[src/rtl/rf_wb_pkg.sv]
// Shared types and default sizes for the register-file writeback scheduler.
package rf_wb_pkg;

   typedef enum logic {
      CLEAR = 1'b0,
      RUN   = 1'b1
   } state_t;

   localparam int unsigned RF_ADDR_W   = 5;
   localparam int unsigned RF_DATA_W   = 32;
   localparam int unsigned RF_NUM_REGS = 32;

endpackage

[src/rtl/rf_wb_sched_rr_arb2.sv]
// Two-requester round-robin arbiter; last_grant only moves on a real grant.
module rr_arb2
   import rf_wb_pkg::*;
(
   input  logic       clk,
   input  logic       rst,
   input  logic [1:0] req,
   input  logic       enable,
   output logic [1:0] grant
);

   logic r_last;

   // One-hot grant; on a tie the port not granted last wins.
   always_comb begin
      grant = 2'b00;
      if (enable) begin
         case (req)
            2'b01:   grant = 2'b01;
            2'b10:   grant = 2'b10;
            2'b11:   grant = r_last ? 2'b01 : 2'b10;
            default: grant = 2'b00;
         endcase
      end
   end

   // Remember which port was granted; reset favours port 0 on the first tie.
   always_ff @(posedge clk) begin
      if (rst) begin
         r_last <= 1'b1;
      end else if (enable && (|req)) begin
         r_last <= grant[1];
      end
   end

endmodule

[src/rtl/rf_wb_sched.sv]
// Write-port scheduler for the register file: arbitrates ALU/load writebacks
// onto we3/wa3/wd3 and suppresses writes to r0.
// Optional build macro RF_CLEAR_EN adds a post-reset sweep zeroing r1..r(N-1).
module rf_wb_sched
   import rf_wb_pkg::*;
#(
   parameter int unsigned NUM_REGS = RF_NUM_REGS,
   parameter int unsigned ADDR_W   = RF_ADDR_W,
   parameter int unsigned DATA_W   = RF_DATA_W
) (
   input  logic              clk,
   input  logic              rst,
   input  logic              req0_valid,
   input  logic [ADDR_W-1:0] req0_addr,
   input  logic [DATA_W-1:0] req0_data,
   output logic              req0_ready,
   input  logic              req1_valid,
   input  logic [ADDR_W-1:0] req1_addr,
   input  logic [DATA_W-1:0] req1_data,
   output logic              req1_ready,
   output logic              rf_we,
   output logic [ADDR_W-1:0] rf_wa,
   output logic [DATA_W-1:0] rf_wd,
   output logic              busy
);

   // Reject register counts the address bus cannot cover.
   if (NUM_REGS < 2 || NUM_REGS > (1 << ADDR_W)) begin : g_cfg_chk
      $error("rf_wb_sched: NUM_REGS does not fit ADDR_W");
   end

`ifdef RF_CLEAR_EN
   localparam state_t RST_STATE = CLEAR;
   localparam logic [ADDR_W-1:0] LAST_ADDR = ADDR_W'(NUM_REGS - 1);
   logic [ADDR_W-1:0] r_cnt;
   logic [ADDR_W-1:0] w_cnt_nxt;
`else
   localparam state_t RST_STATE = RUN;
`endif

   state_t            r_state;
   state_t            w_state_nxt;
   logic              r_we;
   logic [ADDR_W-1:0] r_wa;
   logic [DATA_W-1:0] r_wd;
   logic              w_we_nxt;
   logic [ADDR_W-1:0] w_wa_nxt;
   logic [DATA_W-1:0] w_wd_nxt;
   logic              w_run;
   logic [1:0]        w_grant;
   logic [ADDR_W-1:0] w_sel_addr;
   logic [DATA_W-1:0] w_sel_data;

   assign w_run = (r_state == RUN) && !rst;

   rr_arb2 u_arb (
      .clk    (clk),
      .rst    (rst),
      .req    ({req1_valid, req0_valid}),
      .enable (w_run),
      .grant  (w_grant)
   );

   assign req0_ready = w_grant[0];
   assign req1_ready = w_grant[1];
   assign w_sel_addr = w_grant[1] ? req1_addr : req0_addr;
   assign w_sel_data = w_grant[1] ? req1_data : req0_data;

   // Next state and next write-port values.
   always_comb begin
      w_state_nxt = r_state;
      w_we_nxt    = 1'b0;
      w_wa_nxt    = r_wa;
      w_wd_nxt    = r_wd;
`ifdef RF_CLEAR_EN
      w_cnt_nxt   = r_cnt;
`endif
      case (r_state)
`ifdef RF_CLEAR_EN
         CLEAR: begin
            w_we_nxt  = 1'b1;
            w_wa_nxt  = r_cnt;
            w_wd_nxt  = '0;
            w_cnt_nxt = r_cnt + ADDR_W'(1);
            if (r_cnt == LAST_ADDR) begin
               w_state_nxt = RUN;
            end
         end
`endif
         RUN: begin
            // Accepted writes to r0 are swallowed so r0 stays zero.
            if ((|w_grant) && (w_sel_addr != '0)) begin
               w_we_nxt = 1'b1;
               w_wa_nxt = w_sel_addr;
               w_wd_nxt = w_sel_data;
            end
         end
         default: w_state_nxt = RST_STATE;
      endcase
   end

   // State, sweep counter and registered write port.
   always_ff @(posedge clk) begin
      if (rst) begin
         r_state <= RST_STATE;
         r_we    <= 1'b0;
         r_wa    <= '0;
         r_wd    <= '0;
`ifdef RF_CLEAR_EN
         r_cnt   <= ADDR_W'(1);
`endif
      end else begin
         r_state <= w_state_nxt;
         r_we    <= w_we_nxt;
         r_wa    <= w_wa_nxt;
         r_wd    <= w_wd_nxt;
`ifdef RF_CLEAR_EN
         r_cnt   <= w_cnt_nxt;
`endif
      end
   end

   assign rf_we = r_we;
   assign rf_wa = r_wa;
   assign rf_wd = r_wd;

`ifdef RF_CLEAR_EN
   assign busy = (r_state == CLEAR);
`else
   assign busy = 1'b0;
`endif

endmodule
[config.mk]
export PLATFORM = sky130hd
export DESIGN_NAME = rf_wb_sched
export DESIGN_NICKNAME = d
export VERILOG_FILES = /design/src/rtl/rf_wb_pkg.sv /design/src/rtl/rf_wb_sched_rr_arb2.sv /design/src/rtl/rf_wb_sched.sv
export SDC_FILE = /design/constraint.sdc
export NUM_CORES = 1
export LEC_CHECK = 0
export BUFFER_PORTS_ARGS = -buffer_cell sky130_fd_sc_hd__buf_2
export CORE_MARGIN = 2
export CORE_UTILIZATION = 47
export DETAILED_ROUTE_END_ITERATION = 8
export GPL_ROUTABILITY_DRIVEN = 0
export PLACE_DENSITY = 0.86
export SYNTH_ARGS = -nofsm -noshare
export SYNTH_HDL_FRONTEND = slang
export SYNTH_SLANG_ARGS = --single-unit
[constraint.sdc]
create_clock -name clk -period 3.5 [get_ports clk]
set_input_delay 0.35 -clock clk [delete_from_list [all_inputs] [get_ports clk]]
set_output_delay 0.35 -clock clk [all_outputs]
set_load 0.02 [all_outputs]
==> metrics, run 1 <==
Post-Synth Adder-Cell Area=0%; share of layout cells above drive strength 1=between 40% and 50%; crit end category=output pin; cts repair resizes=0; Synth top area share=approximately two fifths; Worst Skew=roughly 0.0052 ns; pre-CTS setup slack=1.03 ns; CP Max Fanout=41; relative slew slack=between 40% and 50%; crit start category=input port; Fin. Hold Viols=0; Synth Area in Simple Gates=a little over an eighth; cells after synthesis=185; DIE HEIGHT=69.1 um; Post-layout nets=approximately 380; kind of critical path=in -> out; die area=between 4000 and 5000 um^2; largest family of logic cells by synthesized area=multiplexers; Post-synth EDFFs=0; synthesized flop and latch total=39; clk sink count=39; synthesized area per cell=10.8 um^2; synthesis-to-finish area growth=33.8%; sequential element share of the synthesized area=between 30% and 40%; Synth Area in XOR/XNOR=0%; GRT Util Overall=approximately a fifth; top-count cell post-synth=mux2i_1; top_reg_cell synth=dfxtp_1; drt pass-1 iters=3; pwr/cell area=443 nW/um^2; Setup WS post-layout=about 1.1 ns; Antenna Cells=0; top achievable clock speed=0.424 GHz; vias in the first global route=approximately 1800; antenna violations before repair=0; IO Pins=~120; final setup fails=0; CTS tree=built; core area=slightly above 4000 um^2; YS warnings=0; met1 Use GR=a little over a fifth; Netlist Area Pre-Place=approximately 2000 um^2; Hold Crit Class=in -> reg; mux cell area share after synthesis=34.7%; vias per cell=4.88; Starting Density=49.4%; post-route minimum period=2.36 ns; M3 GR Usage=under 10%; global route total overflow=0; dpl cell area=about 2600 um^2; Synth Area in Compound Gates=5.40%; DR WL/cell=between 10 and 15 um; Antenna Nets Post-Route=0; Root Driver=clkbuf_8; Post-CTS Setup Inserts=0; clk_lat worst skew=around 0.29 ns; Detailed Route Iter0 Violations=49; synth cell count leaders=69 x mux2i_1, 39 x dfxtp_1, 34 x nand2b_1, 7 x inv_1, 5 x clkbuf_1; largest net degree at the start of global routing=42; design area=between 2000 and 3000 um^2; async set or reset register ratio after synthesis=0%; Die W=69.1 um; unrepaired setup endpoints after global routing=no; HPWL after detailed placement=roughly 3400 um; synthesized net count=roughly 260; final WL=~4500 um; Clk pin slew, worst setup/hold paths=roughly 0.080 ns; IO buf count=around 120; Least-Margin Pin Slew=0.865 ns; period utilisation layout=slightly below 70%; # DRC=0; global-route wire length before repair=slightly below 8000 um; Most Crowded Layer GR=met2; Leakage=~1.5 nW; Area contributors post-synth=dfxtp_1 39%, mux2i_1 35%, nand2b_1 11%; Hold Buf Count CTS=0; Max Cap Viol=0; GR Util met2=34.9%; CTS Buffer Depth=2; Worst Path Arrival=between 2 and 2.5 ns; Final Max Slew Viols=0; routed vias=around 1700; status=finished clean; setup TNS=0 ns; maximum vdd drop=around 240 uV; H-tree Lvls=2; Rows=23; Yosys cell types=27; post-synth top area cell=dfxtp_1; Num CTS Buffers=5; worst hold margin=about 0.34 ns; Worst EP required=approximately 3.2 ns
[cells in the final DEF (no fill, tap or decap), types with 2 or more instances in the layout]
cell,n
o21bai_1,2
mux2i_1,69
clkbuf_8,7
a21oi_1,2
dfxtp_1,39
inv_1,7
nand2b_1,34
buf_2,117
o32ai_1,3
[path summary, 6_finish.rpt]
check,startpoint,endpoint,slack (ns),cells past startpoint
max,rst,req1_ready,1.14,5
min,req1_valid,u_arb.r_last$_SDFFE_PP1P_,0.34,3
max reg2reg,u_arb.r_last$_SDFFE_PP1P_,rf_wd[4]$_SDFFE_PP0P_,1.61,5
min reg2reg,rf_wd[19]$_SDFFE_PP0P_,rf_wd[19]$_SDFFE_PP0P_,0.47,2
[worst max-delay path, stage by stage]
cell	delay, ns
buf_2	0.44
nor2b_1	0.16
nand2_2	0.67
inv_1	0.16
buf_2	0.21
[stage by stage]
stage                     std cells  util, %  power, W
after floorplan                 185        -  0.000751
after global placement          341     63.7  0.000855
after detailed placement        341     63.7  0.000863
after CTS                       349     66.1   0.00120
after global routing            349     66.1   0.00125
final                           349     66.1   0.00118
[cell type report]
class / instances / area, um^2
multi-input cells: 126 / 1080
fillers: 354 / 1360
well taps: 50 / 62.6
clock buffers: 8 / 100
flip-flops and latches: 39 / 781
inverters: 7 / 26.3
repair buffers: 119 / 613
[kinds of logic (layout without fill, tap and decap cells)]
group / Yosys count / in the layout
flops: 39 / 39
compound gates: 13 / 13
simple gates: 43 / 43
mux: 69 / 69
buf+inv: 20 / 134
other cells: 1 / 1
[where the power goes]
part / switching (W) / total (W) / internal (W) / leakage, nW
registers: 0.0000278 / 0.000528 / 0.000500 / 0.326
clock network: 0.000151 / 0.000331 / 0.000180 / 0.0515
logic: 0.000178 / 0.000323 / 0.000144 / 1.15
[routing by layer]
metal / routed length [um] / up-vias / part of all wire [%]
li1: - / 861 / -
met1: 1880 / 757 / 42
met2: 2230 / 74 / 49
met3: 344 / 10 / 7.6
met4: 75 / 0 / 1.7
met5: 0 / - / 0
[sequential cells by signal (all words and copies together), names as in the netlist]
register      cells
u_arb.r_last      1
rf_wd            32
rf_we             1
rf_wa             5
Note: power is estimated with default switching activity, not from simulation.
==> run 2: changes to the inputs <==
- CORE_UTILIZATION: 47 -> 43
- PLACE_DENSITY: 0.86 -> 0.79
- clock period: 3.5 -> 2.2 ns (I/O delays scaled with it)
==> metrics, run 2 (synthesized netlist as in run 1, its figures left out) <==
cts repair resizes=0 (unchanged); top achievable clock speed=roughly 0.67 GHz; P_int=0.00139 W (+69%); FILL cells=390 (+10%); most frequent cells in the layout=117 x buf_2, 69 x mux2i_1, 39 x dfxtp_1; pwr/cell area=725 nW/um^2 (+64%); Worst Skew=0.00834 ns (+0.00313 ns); Critical Path, Cell by Cell=and2_1 > a211o_2 > o21ai_4 > buf_4 > mux2i_1; design area=2710 um^2 (+1.6%); clk sink count=39 (unchanged); Starting Density=45.1% (-4.3 points); post-route minimum period=1.49 ns; Slowest-stage cell, CP=dfxtp_1; Sw Share=29.1% (-1.2 points); Clk pin slew, worst setup/hold paths=0.08 ns (about the same); GR Util met2=31.1% (-3.8 points); most common cell after layout, fill and taps aside=buf_2; Max Cap Viol=0 (unchanged); status=finished clean; slowest stage delay, CP=0.32 ns (-0.35 ns); Fin. Hold Viols=0 (unchanged); Die W=72.1 um (+4.3%); period utilisation layout=67.6%; max reg flops=32 (unchanged); global-route wire length before repair=7280 um (-6.7%); unrepaired setup endpoints after global routing=no; IO buf count=117 (unchanged); total power=0.00196 W (+66%); setup TNS=0 ns (unchanged); Worst Hold Path EP=rf_wd[16]$_SDFFE_PP0P_; Rows=24 (+4.3%); clock share of power=31.2% (+3.2 points); global route total overflow=0 (unchanged); crit end category=register; Reg2Reg Launch Point=u_arb.r_last$_SDFFE_PP1P_; # DRC=0 (unchanged); Antenna Nets Post-Route=0 (unchanged); Worst EP required=2.42 ns (-0.73 ns); CTS Buffer Depth=2 (unchanged); worst hold stages=3 (unchanged); P_sw=0.000571 W (+60%); kind of critical path=reg -> reg; Final Max Slew Viols=0 (unchanged); Post-layout nets=379 (+0.80%); M3 GR Usage=7.36% (+0.78 points); IO Pins=119 (unchanged); vias per cell=4.81 (-1.3%); Combinational Power Share=26.1% (-1.2 points); CTS tree=built; routed vias=1704 (+0.12%); final setup fails=0 (unchanged); share of layout cells above drive strength 1=45.0% (+0.89 points); sequential share of power=42.7% (-2.0 points); worst reg2reg endpoint=rf_wd[3]$_SDFFE_PP0P_; Detailed Route Iter0 Violations=18 (-63%); DIE HEIGHT=72.1 um (+4.3%); CP Max Fanout=21 (-49%); Post-CTS Setup Inserts=0 (unchanged); final WL=4470 um (-1.4%); dpl cell area=2590 um^2 (+0.98%); Worst Path Arrival=1.71 ns (-0.30 ns); antenna violations before repair=0 (unchanged); worst r2r path cells=5 (unchanged); met1 Use GR=19.0% (-3.0 points); maximum vdd drop=425 uV (+79%); H-tree Lvls=2 (unchanged); core area=4410 um^2 (+9.6%); Root Driver=clkbuf_8; hold_sp=req1_data[16]; final core occ=61.3% (-4.8 points); HPWL after detailed placement=3490 um (+3.3%); worst hold margin=0.204 ns (-0.137 ns); Hold Buf Count CTS=0 (unchanged); Buf/Inv on CP=1 (-2); GRT Util Overall=17.8% (-1.9 points); Antenna Cells=0 (unchanged); Num CTS Buffers=5 (unchanged); Most Crowded Layer GR=met2; largest net degree at the start of global routing=22 (-48%); Leakage=1.55 nW (+1.7%); reg2reg setup slack=0.71 ns (-0.90 ns); clk_lat worst skew=0.29 ns (about the same); vias in the first global route=1696 (-6.4%); die area=5190 um^2 (+8.8%); Hold Crit Class=in -> reg; DR WL/cell=12.6 um (-2.8%); crit start category=register; drt pass-1 iters=3 (unchanged); Top delay family on crit path=compound AO/OA/AOI/OAI gates; synthesis-to-finish area growth=35.9%
[run 2: changes by cell type in the layout (fill, tap and decap cells not counted), sizes merged]
| cell | before | now |
|---|---|---|
| buf | 119 | 122 |
| clkbuf | 8 | 6 |
| bufinv | 0 | 1 |
| clkinv | 0 | 1 |
[run 2: worst max path at each step]
stage / slack, ns / cells past startpoint / startpoint / endpoint
after global routing: 0.62 / 5 / u_arb.r_last$_SDFFE_PP1P_ / rf_wd[7]$_SDFFE_PP0P_
final: 0.71 / 5 / u_arb.r_last$_SDFFE_PP1P_ / rf_wd[3]$_SDFFE_PP0P_
after global placement: 0.53 / 6 / rst / rf_wd[29]$_SDFFE_PP0P_
after detailed placement: 0.44 / 6 / rst / rf_wd[7]$_SDFFE_PP0P_
after CTS: 0.70 / 5 / u_arb.r_last$_SDFFE_PP1P_ / rf_wd[7]$_SDFFE_PP0P_
after floorplan: 0.77 / 6 / req0_addr[2] / rf_wd[20]$_SDFFE_PP0P_
[run 2: final cells by class]
class                           instances  area [um^2]  area share (%)
Multi-Input combinational cell        126         1080            40.0
Timing Repair Buffer                  122          636            23.5
Clock inverter                          2         35.0            1.29
Sequential cell                        39          781            28.8
Tap cell                               52         65.1            2.40
Inverter                                7         26.3           0.970
Clock buffer                            6         82.6            3.05
[run 2: stage by stage]
step | setup WS [ns] | cells
4_1_cts | 0.697 | 354
2_1_floorplan | 0.768 | 185
5_1_grt | 0.619 | 354
3_5_place_dp | 0.443 | 346
3_3_place_gp | 0.530 | 346
6_report | 0.712 | 354
[run 2: power groups by stage]
stage	Clock (W)	Combinational (W)	Sequential, W
CTS	0.000632	0.000521	0.000839
global route	0.000660	0.000555	0.000849
floorplan	0	0.000233	0.000962
global placement	0	0.000508	0.000853
finish	0.000613	0.000512	0.000838
detailed placement	0	0.000520	0.000854
[run 2: worst reg2reg max path: cells and delay by family (launching register included)]
family / cells / cell delay (ns)
flops: 1 / 0.32
simple gates: 1 / 0.16
buf+inv: 1 / 0.32
compound gates: 2 / 0.38
mux: 1 / 0.25
[run 2: metal layers]
layer	vias to the layer above	part of all wire (%)	wire length (um)
met2	70	50	2220
met1	755	39	1770
met4	0	1.9	87
met3	10	9.0	402
li1	869	-	-
met5	-	0	0
==> run 3: changes to the inputs <==
- clock period: 2.2 -> 1.4 ns (I/O delays scaled with it)
==> metrics, run 3 (synthesized netlist as in run 1, its figures left out) <==
DIE HEIGHT=72.1 um (unchanged); clock share of power=24.5% (-6.7 points); pre-CTS setup slack=-0.0888 ns (-0.532 ns); clk_lat worst skew=0.29 ns (about the same); core area=4410 um^2 (unchanged); met2 WL=2330 um (+5.0%); top achievable clock speed=0.722 GHz (+7.4%); antenna violations before repair=0 (unchanged); Crit. path cell count=6 (+1); DR WL met3=416 um (+3.5%); Worst EP required=1.62 ns (-0.80 ns); clk sink count=39 (unchanged); vias per cell=4.77 (-0.96%); P_int=0.00203 W (+46%); crit start category=register; Slowest-stage cell, CP=dfxtp_2; pwr/cell area=1020 nW/um^2 (+41%); top sig layer=met4; Root Driver=clkbuf_8; Die W=72.1 um (unchanged); Buf/Inv on CP=2 (+1); CP Max Fanout=7 (-67%); maximum vdd drop=588 uV (+39%); global-route wire length before repair=7400 um (+1.7%); final WL=4700 um (+5.2%); synthesis-to-finish area growth=44.3%; FILL cells=380 (-2.6%); Sw Share=31.1% (+2.0 points); global route total overflow=0 (unchanged); sequential share of power=44.8% (+2.1 points); crit end category=register; vias in the first global route=1718 (+1.3%); GRT Util Overall=18.1% (+0.29 points); P_sw=0.000915 W (+60%); IO buf count=117 (unchanged); Worst Skew=0.00903 ns (+0.000691 ns); # DRC=0 (unchanged); CTS Buffer Depth=2 (unchanged); H-tree Lvls=2 (unchanged); Leakage=1.64 nW (+5.8%); Detailed Route Iter0 Violations=37 (+19); Antenna Nets Post-Route=0 (unchanged); drt pass-1 iters=4 (+1); Hold Buf Count CTS=0 (unchanged); final core occ=65.1% (+3.8 points); worst r2r path cells=6 (+1); final setup fails=0 (unchanged); Num CTS Buffers=5 (unchanged); IO Pins=119 (unchanged); DR WL/cell=12.7 um (+0.62%); period utilisation layout=99.0% (+31 points); Setup WS post-layout=0.0144 ns (-0.698 ns); largest net degree at the start of global routing=31 (+41%); Starting Density=45.1% (unchanged); Combinational Power Share=30.7% (+4.6 points); kind of critical path=reg -> reg; Max Cap Viol=0 (unchanged); Final Max Slew Viols=0 (unchanged); setup TNS=0 ns (unchanged); Fin. Hold Viols=0 (unchanged); max reg flops=32 (unchanged); Antenna Cells=0 (unchanged); Critical Path, Cell by Cell=and2_4 > a211o_4 > o21ai_4 > buf_6 > clkbuf_16 > mux2i_1; Post-layout nets=395 (+4.2%); share of layout cells above drive strength 1=49.1% (+4.0 points); CTS tree=built; Top delay family on crit path=compound AO/OA/AOI/OAI gates; unrepaired setup endpoints after global routing=yes; post-route minimum period=1.39 ns (-0.102 ns); most frequent cells in the layout=116 x buf_2, 69 x mux2i_1, 38 x dfxtp_1; die area=5190 um^2 (unchanged); worst hold margin=0.123 ns (-0.0813 ns); most common cell after layout, fill and taps aside=buf_2; status=finished clean; Rows=24 (unchanged); worst hold stages=3 (unchanged); Clk pin slew, worst setup/hold paths=0.08 ns (about the same); HPWL after detailed placement=3690 um (+5.8%); Worst Path Arrival=1.60 ns (-0.11 ns); slowest stage delay, CP=0.33 ns (about the same); routed vias=1764 (+3.5%); M1 WL=1890 um (+7.1%); Hold Crit Class=in -> reg
run 3: changes by cell type in the layout (fill, tap and decap cells not counted), moves of 2 or more:
cell	before	now
buf_4	4	12
buf_6	0	6
buf_12	1	3
clkinv_2	1	3
run 3: layer usage:
layer | GRT usage, % | vias to the layer above
met5 | 0 | -
met2 | 31.7 | 66
met3 | 5.69 | 8
li1 | - | 898
met1 | 20.2 | 792
met4 | 7.34 | 0
run 3: what timing repair did:
| item | 4_1_cts | 5_1_grt |
|---|---|---|
| setup buffers | 0 | 3 |
| gates cloned | 0 | 1 |
| endpoints found under the setup margin | 25 | 28 |
| resized for setup | 3 | 9 |
| pin swaps | 2 | 0 |
run 3: path summary, 6_finish.rpt:
kind                                                start                     end  slack [ns]
worst min register to register     rf_wd[16]$_SDFFE_PP0P_  rf_wd[16]$_SDFFE_PP0P_        0.47
worst min-delay path                         req1_data[4]   rf_wd[4]$_SDFFE_PP0P_        0.12
worst max-delay path            u_arb.r_last$_SDFFE_PP1P_   rf_wa[1]$_SDFFE_PP0P_        0.01
worst max register to register  u_arb.r_last$_SDFFE_PP1P_   rf_wa[1]$_SDFFE_PP0P_        0.01
run 3: power groups by stage:
| stage | registers (W) | logic (W) | clock network, W |
|---|---|---|---|
| 3_3_place_gp | 0.00134 | 0.000846 | 0 |
| 6_report | 0.00132 | 0.000903 | 0.000721 |
| 2_1_floorplan | 0.00151 | 0.000366 | 0 |
| 4_1_cts | 0.00132 | 0.000868 | 0.000743 |
| 5_1_grt | 0.00134 | 0.000973 | 0.000792 |
| 3_5_place_dp | 0.00134 | 0.000864 | 0 |
run 3: final cells by class:
| cell class | instances | area, um^2 | share of cell area, % |
|---|---|---|---|
| sequential | 39 | 782 | 27.2 |
| multi-input combinational | 126 | 1090 | 38.1 |
| clock inverter | 3 | 15.0 | 0.522 |
| inverter | 7 | 26.3 | 0.914 |
| timing repair buffer | 138 | 823 | 28.6 |
| tap | 52 | 65.1 | 2.26 |
| clock buffer | 5 | 68.8 | 2.39 |
run 3: tightest hold or removal path, stage by stage:
cell and delay (ns):
buf_2 0.08, mux2i_1 0.05, mux2i_1 0.11
run 3: stage by stage:
stage	cell area (um^2)	total power (W)	cells
after floorplan	1990	0.00188	185
after global placement	2710	0.00218	358
after detailed placement	2710	0.00220	358
after CTS	2800	0.00293	366
after global routing	2880	0.00310	370
final	2880	0.00294	370
